--- src/rtl/dp32_accum.sv ---
// dp32_accum: sequential accumulator behind the dp32 SIMD dot-product unit.
// Each job picks one dp32 result per vector by the latched precision mode,
// zero-extends it, sums it over `len` vectors and holds the total in DONE
// until the consumer accepts it. All outputs are registers or state decodes.
module dp32_accum #(
    parameter int ACC_W = 72,   // must be >= 64 to hold one int32 product
    parameter int LEN_W = 8
) (
    input  logic              CLK,
    input  logic              nrst,
    input  logic              start,
    input  logic [2:0]        mode,
    input  logic [LEN_W-1:0]  len,
    input  logic              in_valid,
    output logic              in_ready,
    input  logic [63:0]       mul_int32,
    input  logic [32:0]       sum_int16,
    input  logic [17:0]       sum_int8,
    input  logic [10:0]       sum_int4,
    input  logic [7:0]        sum_int2,
    output logic              out_valid,
    input  logic              out_ready,
    output logic [ACC_W-1:0]  acc_out,
    output logic [2:0]        out_mode,
    output logic              overflow,
    output logic              busy
);

    typedef enum logic [1:0] {
        IDLE = 2'd0,
        ACC  = 2'd1,
        DONE = 2'd2
    } state_t;

    localparam logic [2:0] MODE_INT32 = 3'd0;
    localparam logic [2:0] MODE_INT16 = 3'd1;
    localparam logic [2:0] MODE_INT8  = 3'd2;
    localparam logic [2:0] MODE_INT4  = 3'd3;
    localparam logic [2:0] MODE_INT2  = 3'd4;

    state_t             state;
    state_t             state_nxt;
    logic [2:0]         mode_q;
    logic [LEN_W-1:0]   remaining;
    logic [ACC_W-1:0]   acc;
    logic               ovf;
    logic [ACC_W-1:0]   term;
    logic [ACC_W:0]     sum;
    logic               start_ok;
    logic               accept;
    logic               last;

    // Reserved modes (5..7) make start a no-op, so they never leave IDLE.
    assign start_ok = (state == IDLE) && start && (mode <= MODE_INT2);
    assign accept   = (state == ACC) && in_valid;
    assign last     = accept && (remaining == LEN_W'(1));

    // Pick the dp32 result for the latched precision and zero-extend it.
    // NOTE: every always_comb output gets a default first, so no path can
    // leave it unassigned and infer a latch.
    always_comb begin
        term = '0;
        case (mode_q)
            MODE_INT32: term = ACC_W'(mul_int32);
            MODE_INT16: term = ACC_W'(sum_int16);
            MODE_INT8:  term = ACC_W'(sum_int8);
            MODE_INT4:  term = ACC_W'(sum_int4);
            MODE_INT2:  term = ACC_W'(sum_int2);
            default:    term = '0;
        endcase
    end

    // One extra bit captures the carry out of the accumulator's MSB.
    assign sum = {1'b0, acc} + {1'b0, term};

    // State register.
    // NOTE: sequential state uses non-blocking assignments so every register
    // samples pre-edge values regardless of evaluation order.
    always_ff @(posedge CLK or negedge nrst) begin
        if (!nrst) begin
            state <= IDLE;
        end else begin
            state <= state_nxt;
        end
    end

    // Next-state decode.
    always_comb begin
        state_nxt = state;
        case (state)
            IDLE: begin
                if (start_ok) begin
                    state_nxt = (len == '0) ? DONE : ACC;
                end
            end
            ACC: begin
                if (last) begin
                    state_nxt = DONE;
                end
            end
            DONE: begin
                if (out_ready) begin
                    state_nxt = IDLE;
                end
            end
            default: state_nxt = IDLE;
        endcase
    end

    // Job datapath: latch the job on start, accumulate on each accepted vector.
    always_ff @(posedge CLK or negedge nrst) begin
        if (!nrst) begin
            mode_q    <= '0;
            remaining <= '0;
            acc       <= '0;
            ovf       <= 1'b0;
        end else if (start_ok) begin
            mode_q    <= mode;
            remaining <= len;
            acc       <= '0;
            ovf       <= 1'b0;
        end else if (accept) begin
            acc       <= sum[ACC_W-1:0];
            ovf       <= ovf | sum[ACC_W];
            remaining <= remaining - LEN_W'(1);
        end
    end

    assign in_ready  = (state == ACC);
    assign out_valid = (state == DONE);
    assign busy      = (state != IDLE);
    assign acc_out   = acc;
    assign out_mode  = mode_q;
    assign overflow  = ovf;

endmodule

--- config.mk ---
export PLATFORM = sky130hd
export DESIGN_NAME = dp32_accum
export DESIGN_NICKNAME = d
export VERILOG_FILES = /design/src/rtl/dp32_accum.sv
export SDC_FILE = /design/constraint.sdc
export NUM_CORES = 1
export LEC_CHECK = 0
export CAP_MARGIN = 30
export CORE_MARGIN = 2
export CORE_UTILIZATION = 50
export CTS_CLUSTER_SIZE = 20
export DETAILED_ROUTE_END_ITERATION = 12
export PLACE_DENSITY = 0.83
export SKIP_CTS_REPAIR_TIMING = 1
export SLEW_MARGIN = 40
export SYNTH_ARGS = -nofsm -noshare
export SYNTH_HDL_FRONTEND = slang
export SYNTH_SLANG_ARGS = --single-unit
--- constraint.sdc ---
create_clock -name CLK -period 4.6 [get_ports CLK]
set_clock_uncertainty 0.1 [all_clocks]
set_input_delay 0.69 -clock CLK [delete_from_list [all_inputs] [get_ports CLK]]
set_output_delay 0.69 -clock CLK [all_outputs]
set_load 0.05 [all_outputs]
==> results.py, run 1 <==
metrics = {
    "timing": {
        "period_needed_ns": 4.24,
        "hold_slack_ns": 0.229,
        "rsz0062_at_grt": "false",
        "fin_tns_setup_ns": 0,
        "timing.fmax_mhz": 236,
        "slew_viol_final": 0,
        "min_period_over_period": 0.921,
        "finalHoldViolCount": 0,
        "worst_pin_slew_ns": 0.769,
        "maxSlewHeadroom": 0.486,
        "setup_violations": 0,
    },
    "place": {
        "portBuffers": 228,
        "place_hpwl_mm": 19.5,
        "gp_congestion": 0.907,
    },
    "synthesis": {
        "async_reset_ff_frac": 1.00,
        "synthFlopType": "dfrtp_1",
        "syn_area_um2": 8280,
        "synth_top_area_share": 0.260,
        "synth_seq_cells": 86,
        "yosysWarnings": 0,
        "synth_top_area_cell": "dfrtp_1",
        "synth_cell_types": 79,
        "synthCells": 1027,
        "synth.area.top_cells": "dfrtp_1 (26%), ha_1 (10%), o21ai_0 (5.9%), nand2_1 (5.8%), a21oi_1 (4.5%)",
        "ys_seq_area_frac": 0.260,
        "avgSynthCellArea_um2": 8.06,
        "synth_edf_count": 0,
        "synth_fp_nets": 1244,
    },
    "clocking": {
        "cts_root_buf": "clkbuf_16",
        "cts.sink_count": 86,
        "cts_tree": "built",
        "htreeDepth": 3,
        "clk_pin_slew_ns": 0.07,
        "cts_buffers": 9,
        "cts.path.max_buffers": 2,
        "clk_latency_ns": 0.35,
    },
    "drt": {
        "drtIter0Drc": 601,
        "num_vias": 8652,
        "drt-total-wl_mm": 25.6,
        "first_pass_iters": 7,
        "avgRoutedWirePerCell_um": 17.7,
        "drc_errors": 0,
        "vias_per_cell": 5.98,
        "drtAntennaViolNets": 0,
    },
    "global_route": {
        "grt_pass1_wl_mm": 42.4,
        "antenna_found_initial": 0,
        "grt_usage": 0.292,
        "grt-ovfl-total": 0,
        "grt_max_degree": 59,
        "grt_pass1_vias": 8532,
    },
    "floorplan": {
        "floorplan.initialDensity": 0.505,
        "core_area_um2": 16400,
        "io_pins": 229,
        "die_h_um": 133,
        "dieArea_um2": 17600,
        "die_x_um": 133,
        "fp-row-count": 47,
    },
    "min_path": {
        "min_path_type": "in -> async",
    },
    "worst_setup_path": {
        "startpoint_type": "register",
        "regToRegSetupSlack_ns": 0.36,
        "cp.arrival_ns": 4.40,
        "crit_required_ns": 4.77,
        "endpoint_kind": "register",
        "critical_path.max_fanout": 14,
        "critical_path_class": "reg -> reg",
    },
    "pwr": {
        "power_mw": 8.27,
        "combPwrFrac": 0.730,
        "total_leakage_power_nw": 4.85,
        "seq_power_share": 0.169,
        "p_sw_mw": 4.41,
        "switching_share": 0.533,
        "p_clk_frac": 0.101,
        "p_int_mw": 3.86,
        "ir_drop_v": 0.000418,
        "power-per-cell-area_nw_per_um2": 748,
    },
    "cells_and_area": {
        "nFillCells": 1364,
        "final_common_cell": "clkdlybuf4s50_1",
        "num-nets-final": 1438,
        "areaGrowthSynthToFinish_pct": 33.6,
        "n_antenna_cell": 0,
        "layout_common_cells": "clkdlybuf4s50_1 (227), nand2_1 (127), o21ai_0 (97), dfrtp_1 (86), a21oi_1 (75)",
        "drive_gt1_frac": 0.0661,
    },
    "status": {
        "status": "finished, final reports clean",
    },
    "run": {
        "cap_viol_max_count": 0,
    },
}
metal layers:
layer | GRT usage | share of wire | wire length [um]
met1 | 0.383 | 0.44 | 11200
met2 | 0.494 | 0.48 | 12100
met3 | 0.0444 | 0.066 | 1690
met4 | 0.0968 | 0.022 | 570
met5 | 0 | 0 | 0
flip-flops by register name, indices dropped and copies added, names as in the netlist:
register   flops
out_mode       3
overflow       1
remaining      8
acc_out       72
state          2
metrics by stage:
stage               instances  instance area [um^2]  utilization  setup slack, ns
floorplan                1027                  8280            -           0.0181
global placement         1430                 10700        0.653            0.189
detailed placement       1430                 10700        0.654            0.135
CTS                      1446                 11100        0.674            0.407
global route             1446                 11100        0.674           0.0557
finish                   1446                 11100        0.674            0.365
worst paths after layout:
kind                                       endpoint  cells past startpoint                     from
setup / recovery            acc_out[48]$_DFFE_PN0P_                     14  out_mode[1]$_DFFE_PN0P_
hold / removal              acc_out[26]$_DFFE_PN0P_                      1                     nrst
setup reg to reg            acc_out[48]$_DFFE_PN0P_                     14  out_mode[1]$_DFFE_PN0P_
hold reg to reg             out_mode[0]$_DFFE_PN0P_                      2  out_mode[0]$_DFFE_PN0P_
max in group asynchronous  remaining[7]$_DFFE_PN0P_                      2                     nrst
min in group CLK            out_mode[0]$_DFFE_PN0P_                      2  out_mode[0]$_DFFE_PN0P_
power groups by stage:
stage	Sequential (mW)	Combinational [mW]	Clock, mW
floorplan	2.20	3.56	0
global placement	1.40	5.90	0
detailed placement	1.40	5.98	0
CTS	1.39	6.00	0.844
global route	1.45	6.56	0.872
finish	1.40	6.04	0.836
worst max-delay path, cell delays in order, from the launching register on:
cell      delay [ns]
dfrtp_1         0.60
nor2_1          0.49
a22oi_1         0.19
o22ai_1         0.20
ha_1            0.31
a21o_1          0.22
or3_1           0.33
o21a_1          0.21
a311o_2         0.40
o21bai_1        0.23
a21boi_2        0.12
a31oi_1         0.31
o21bai_1        0.14
xnor2_1         0.13
o21ai_0         0.16
synth_stat cells, drive strengths merged (10+ instances only):
cell type and count:
nand2 128, o21ai 109, dfrtp 86, a21oi 75, ha 66, nor2 60
a21o 51, nand3 48, clkbuf 43, xnor2 38, and2 35, xor2 20
buf 19, a22o 17, a22oi 17, a31oi 14, mux2i 14, nand4 13
inv 12, nor2b 12, nor3 12, o21bai 12, o211ai 10, o31ai 10
logic make-up after synthesis:
group / count (synthesis) / synth area share
compound gates: 368 / 0.298
simple gates: 350 / 0.207
xor+xnor: 58 / 0.0613
fa+ha+maj: 67 / 0.102
buf+inv: 74 / 0.0370
mux: 24 / 0.0346
flops: 86 / 0.260
final cells by class:
class,count,area [um^2],area share
Tap cell,220,275,0.0249
Inverter,12,45.0,0.00407
Multi-Input combinational cell,867,5850,0.529
Sequential cell,86,2150,0.195
Timing Repair Buffer,245,2410,0.218
Clock inverter,7,103,0.00928
Clock buffer,9,225,0.0204
No activity file was read; power rests on OpenSTA's default activity.
==> run 2, diff against run 1 <==
- CORE_UTILIZATION: 50 -> 45
- CTS_CLUSTER_DIAMETER: unset -> 120
- PLACE_DENSITY: 0.83 -> 0.76
==> run 2 against run 1 <==
  * Sequential cell count unchanged
  * Die area up 11%
  * Combinational power is essentially flat
  * Routed wire length is 1.3% higher
  * Worst hold slack got worse by 0.048 ns
  * First-iteration DRC count fell by 21%
  * Power is 1.2% lower
  * Clock-buffer cell count up 2
  * Critical path type unchanged
==> results.py, run 2 (synthesized netlist as in run 1, its figures left out) <==
metrics = {
    "status": {
        "status": "finished, final reports clean",
    },
    "clocking": {
        "cts_tree": "built",
        "cts_root_buf": "clkbuf_16",
        "cts.sink_count": 86,
        "clk_pin_slew_ns": 0.07,
        "clk_latency_ns": 0.36,
        "cts_buffers": 9,
        "cts.path.max_buffers": 2,
        "htreeDepth": 3,
    },
    "timing": {
        "rsz0062_at_grt": "false",
        "fin_tns_setup_ns": 0,
        "worst_pin_slew_ns": 0.574,
        "timing.fmax_mhz": 234,
        "min_period_over_period": 0.930,
        "period_needed_ns": 4.28,
        "finalHoldViolCount": 0,
        "maxSlewHeadroom": 0.616,
        "setup_violations": 0,
        "slew_viol_final": 0,
    },
    "cells_and_area": {
        "drive_gt1_frac": 0.0683,
        "n_antenna_cell": 0,
        "num-nets-final": 1441,
        "largest_register_ffs": 72,
        "areaGrowthSynthToFinish_pct": 33.5,
        "final_cells": 1458,
        "layout_common_cells": "clkdlybuf4s50_1 (227), nand2_1 (127), o21ai_0 (97), dfrtp_1 (85), a21oi_1 (75)",
        "final_common_cell": "clkdlybuf4s50_1",
        "final_core_util": 0.613,
    },
    "global_route": {
        "grt-ovfl-total": 0,
        "antenna_found_initial": 0,
        "grt_pass1_wl_mm": 42.1,
        "grt_usage": 0.262,
        "grt_max_degree": 56,
        "grt_pass1_vias": 8384,
    },
    "worst_setup_path": {
        "startpoint_type": "register",
        "crit_required_ns": 4.78,
        "regToRegEndpoint": "acc_out[48]$_DFFE_PN0P_",
        "cp.arrival_ns": 4.46,
        "regToRegSetupSlack_ns": 0.32,
        "timing.rr.start": "out_mode[1]$_DFFE_PN0P_",
        "ff2ff_path_depth": 14,
        "critical_path.max_fanout": 19,
        "critical_path_class": "reg -> reg",
        "endpoint_kind": "register",
    },
    "pwr": {
        "total_leakage_power_nw": 4.84,
        "power-per-cell-area_nw_per_um2": 739,
        "ir_drop_v": 0.000495,
    },
    "drt": {
        "drt-total-wl_mm": 25.9,
        "num_vias": 8499,
        "drt-met1-wl_mm": 11.6,
        "avgRoutedWirePerCell_um": 17.8,
        "drtAntennaViolNets": 0,
        "drc_errors": 0,
        "drtIter0Drc": 472,
        "top_layer_used": "met4",
        "routed-wl-met2_mm": 12.6,
        "met3_length_mm": 1.32,
        "first_pass_iters": 5,
        "vias_per_cell": 5.83,
    },
    "floorplan": {
        "floorplan.initialDensity": 0.459,
        "io_pins": 229,
        "core_area_um2": 18000,
        "die_h_um": 140,
        "fp-row-count": 49,
        "dieArea_um2": 19500,
        "die_x_um": 140,
    },
    "place": {
        "place_hpwl_mm": 19.9,
        "portBuffers": 228,
        "gp_congestion": 0.915,
        "dp.cells": 1442,
    },
    "min_path": {
        "min_path_type": "in -> async",
    },
    "run": {
        "cap_viol_max_count": 0,
    },
}
-- run 2: per-layer routing --
| metal | GRT usage | vias up |
|---|---|---|
| met3 | 0.0413 | 37 |
| met5 | 0 | - |
| li1 | - | 4178 |
| met4 | 0.0726 | 0 |
| met2 | 0.456 | 241 |
| met1 | 0.337 | 4043 |
-- run 2: stage by stage --
stage          worst slack [ns]  total power, mW  cell area [um^2]  hold slack (ns)
2_1_floorplan            0.0181             5.76              8280            0.294
3_3_place_gp              0.170             7.33             10800            0.375
3_5_place_dp              0.119             7.41             10800            0.375
4_1_cts                   0.106             8.16             11000            0.327
5_1_grt                  0.0463             8.80             11100            0.236
6_report                  0.321             8.17             11100            0.181
-- run 2: layout make-up --
cell class | count | area (um^2)
clock buffers | 11 | 243
clock inverters | 5 | 42.5
fillers | 1618 | 6970
inverters | 12 | 45.0
multi-input cells | 867 | 5850
flip-flops and latches | 86 | 2150
well taps | 229 | 287
repair buffers | 248 | 2430
-- run 2: power by group --
part	internal [mW]	switching, mW	total, mW
registers	1.07	0.335	1.41
logic	2.32	3.71	6.03
clock network	0.387	0.342	0.729
-- run 2: critical path, stage by stage (launching register included) --
cell and delay [ns]:
dfrtp_1 0.69, buf_4 0.34, mux4_2 0.34, nor2b_1 0.15, ha_1 0.37, a21oi_1 0.26
a31oi_1 0.15, o2111a_1 0.25, a311o_2 0.42, o21bai_1 0.24, a21boi_2 0.12, a31oi_1 0.34
o21bai_1 0.14, xnor2_1 0.14, o21ai_0 0.15
-- run 2: worst max path at each step --
stage                                  startpoint                       to  slack (ns)  cells after the start
final                     out_mode[1]$_DFFE_PN0P_  acc_out[48]$_DFFE_PN0P_        0.32                     14
after global routing      out_mode[1]$_DFFE_PN0P_  acc_out[48]$_DFFE_PN0P_        0.05                     14
after CTS                 out_mode[0]$_DFFE_PN0P_  acc_out[48]$_DFFE_PN0P_        0.11                     15
after detailed placement              sum_int8[1]  acc_out[55]$_DFFE_PN0P_        0.12                     17
after global placement                sum_int4[4]  acc_out[48]$_DFFE_PN0P_        0.17                     15
after floorplan           out_mode[0]$_DFFE_PN0P_  acc_out[68]$_DFFE_PN0P_        0.02                     19
==> run 3, diff against run 2 <==
- CAP_MARGIN: 30 -> unset
- PLACE_DENSITY: 0.76 -> 0.79
- clock period: 4.6 -> 3.8 ns (I/O delays scaled with it)
==> run 3 against run 2 <==
  * The flow now finishes with violations (setup timing)
  * Critical path depth increased by 3
  * Maximum frequency is 7.3% higher
  * Register-to-register slack lost 0.51 ns
  * Die area unchanged
  * Final cell count increased by 15%
  * Clock power is 27% higher
  * Combinational power up 65%
  * First-iteration DRC count rose by 17%
  * Sequential share of layout area is 3.3 points lower
  * Design area increased by 20%
  * Sequential power grew 21%
  * Via count up 13%
  * Critical path type unchanged
  * Critical endpoint is now acc_out[50]$_DFFE_PN0P_
  * Largest cell class unchanged
  * Largest power group unchanged
==> results.py, run 3 (synthesized netlist as in run 1, its figures left out) <==
metrics = {
    "status": {
        "status": "finished, violations left",
        "violations": "setup timing",
    },
    "clocking": {
        "cts.sink_count": 86,
        "clk_pin_slew_ns": 0.08,
        "cts.path.max_buffers": 2,
        "cts_tree": "built",
        "clk_latency_ns": 0.36,
        "htreeDepth": 3,
        "cts_root_buf": "clkbuf_16",
        "cts_buffers": 9,
    },
    "timing": {
        "finalHoldViolCount": 0,
        "timing.fmax_mhz": 251,
        "fin_tns_setup_ns": -1.22,
        "period_needed_ns": 3.99,
        "maxSlewHeadroom": 0.534,
        "finalWorstSetupSlack_ns": -0.189,
        "min_period_over_period": 1.05,
        "slew_viol_final": 0,
        "setup_violations": 18,
        "worst_pin_slew_ns": 0.698,
        "rsz0062_at_grt": "true",
    },
    "place": {
        "gp_congestion": 0.943,
        "portBuffers": 228,
        "place_hpwl_mm": 22.1,
        "place_area_um2": 12300,
    },
    "cells_and_area": {
        "n_antenna_cell": 0,
        "final_common_cell": "clkdlybuf4s50_1",
        "largest_register_ffs": 72,
        "num-nets-final": 1659,
        "areaGrowthSynthToFinish_pct": 60.7,
        "fin_area_um2": 13300,
        "layout_common_cells": "clkdlybuf4s50_1 (227), buf_4 (224), nand2_1 (124), dfrtp_1 (83), o21ai_0 (80)",
        "drive_gt1_frac": 0.260,
    },
    "worst_setup_path": {
        "critical_path_class": "reg -> reg",
        "path_cells": "buf_4 -> nor2b_2 -> buf_4 -> a22oi_1 -> o22ai_2 -> ha_2 -> a21o_1 -> or3_1 -> o21a_1 -> a311o_2 -> buf_4 -> nand2_1 -> nand2_2 -> buf_6 -> a41oi_2 -> xor2_1 -> o21ai_0",
        "cp.depth": 17,
        "critical-path-top-delay-family": "compound AO/OA/AOI/OAI gates",
        "cpPeakStageDelay_ns": 0.44,
        "ff2ff_path_depth": 17,
        "cp.arrival_ns": 4.09,
        "cpMostUsedCell": "buf_4",
        "startpoint_type": "register",
        "endpoint_kind": "register",
        "critical_path.max_fanout": 8,
        "slowest_stage": "a311o_2",
        "crit_required_ns": 3.90,
        "path_buf_inv": 4,
    },
    "floorplan": {
        "die_h_um": 140,
        "fp-row-count": 49,
        "dieArea_um2": 19500,
        "floorplan.initialDensity": 0.459,
        "die_x_um": 140,
        "io_pins": 229,
        "core_area_um2": 18000,
    },
    "pwr": {
        "ir_drop_v": 0.000602,
        "combPwrFrac": 0.791,
        "power-per-cell-area_nw_per_um2": 944,
        "p_int_mw": 6.28,
        "p_clk_frac": 0.074,
        "seq_power_share": 0.135,
        "total_leakage_power_nw": 6.05,
        "switching_share": 0.500,
        "p_sw_mw": 6.28,
        "power_mw": 12.6,
    },
    "drt": {
        "vias_per_cell": 5.75,
        "drc_errors": 0,
        "num_vias": 9634,
        "drt-total-wl_mm": 30.6,
        "drtIter0Drc": 554,
        "avgRoutedWirePerCell_um": 18.3,
        "first_pass_iters": 5,
        "drtAntennaViolNets": 0,
    },
    "min_path": {
        "min_path_type": "in -> async",
    },
    "global_route": {
        "grt_usage": 0.284,
        "antenna_found_initial": 0,
        "grt-ovfl-total": 0,
        "grt_pass1_wl_mm": 45.5,
        "grt_pass1_vias": 9264,
        "grt_max_degree": 68,
    },
    "run": {
        "cap_viol_max_count": 0,
    },
}
-- run 3: cell types whose count changed in the layout (fill, tap and decap cells not counted), moves of 5 or more --
cell / change
a21oi_1: -19
a21oi_2: +15
a22oi_1: -6
a22oi_2: +6
buf_4: +204
buf_6: +6
ha_1: -9
ha_4: +6
o21ai_0: -17
o21ai_1: +12
o21ai_2: +5
-- run 3: worst register-to-register path: cells and delay by family, from the launching register on --
kind,cells,cell delay (ns)
adder cells (fa/ha/maj),1,0.21
XOR/XNOR,1,0.17
buffers and inverters,4,0.65
flip-flops,1,0.43
AND/OR/NAND/NOR,4,0.66
AO/OA/AOI/OAI,7,1.62
-- run 3: metrics by stage --
stage	util	hold WS (ns)	setup slack, ns	cells
CTS	0.699	0.157	-0.311	1658
finish	0.738	0.100	-0.189	1676
floorplan	-	0.174	0.00704	1027
global placement	0.682	0.382	-0.391	1642
global route	0.738	0.160	-0.296	1676
detailed placement	0.683	0.381	-0.565	1642
-- run 3: layout make-up --
class / instances / area [um^2]
Tap cell: 229 / 287
Multi-Input combinational cell: 867 / 6340
Sequential cell: 86 / 2160
Timing Repair Buffer: 466 / 4190
Fill cell: 1323 / 4720
Clock buffer: 9 / 225
Inverter: 12 / 45.0
Clock inverter: 7 / 66.3
-- run 3: worst paths after layout --
check                                   startpoint                      end  slack [ns]
hold / removal                                nrst  acc_out[21]$_DFFE_PN0P_        0.10
hold reg to reg            acc_out[71]$_DFFE_PN0P_  acc_out[71]$_DFFE_PN0P_        0.41
setup reg to reg           out_mode[2]$_DFFE_PN0P_  acc_out[50]$_DFFE_PN0P_       -0.19
min in group CLK           acc_out[71]$_DFFE_PN0P_  acc_out[71]$_DFFE_PN0P_        0.41
setup / recovery           out_mode[2]$_DFFE_PN0P_  acc_out[50]$_DFFE_PN0P_       -0.19
max in group asynchronous                     nrst  acc_out[49]$_DFFE_PN0P_        2.77
-- run 3: routing by layer --
layer	up-vias	part of all wire	GRT usage
met5	-	0	0
met4	0	0.021	0.0637
met3	59	0.057	0.0385
met2	355	0.50	0.519
met1	4599	0.42	0.356
li1	4621	-	-
-- run 3: power groups by stage --
| stage | Clock (mW) | Sequential, mW | Combinational (mW) |
|---|---|---|---|
| after global placement | 0 | 1.65 | 8.73 |
| after detailed placement | 0 | 1.68 | 8.89 |
| after CTS | 0.933 | 1.66 | 8.94 |
| after floorplan | 0 | 2.67 | 4.35 |
| after global routing | 0.976 | 1.74 | 10.6 |
| final | 0.929 | 1.70 | 9.94 |
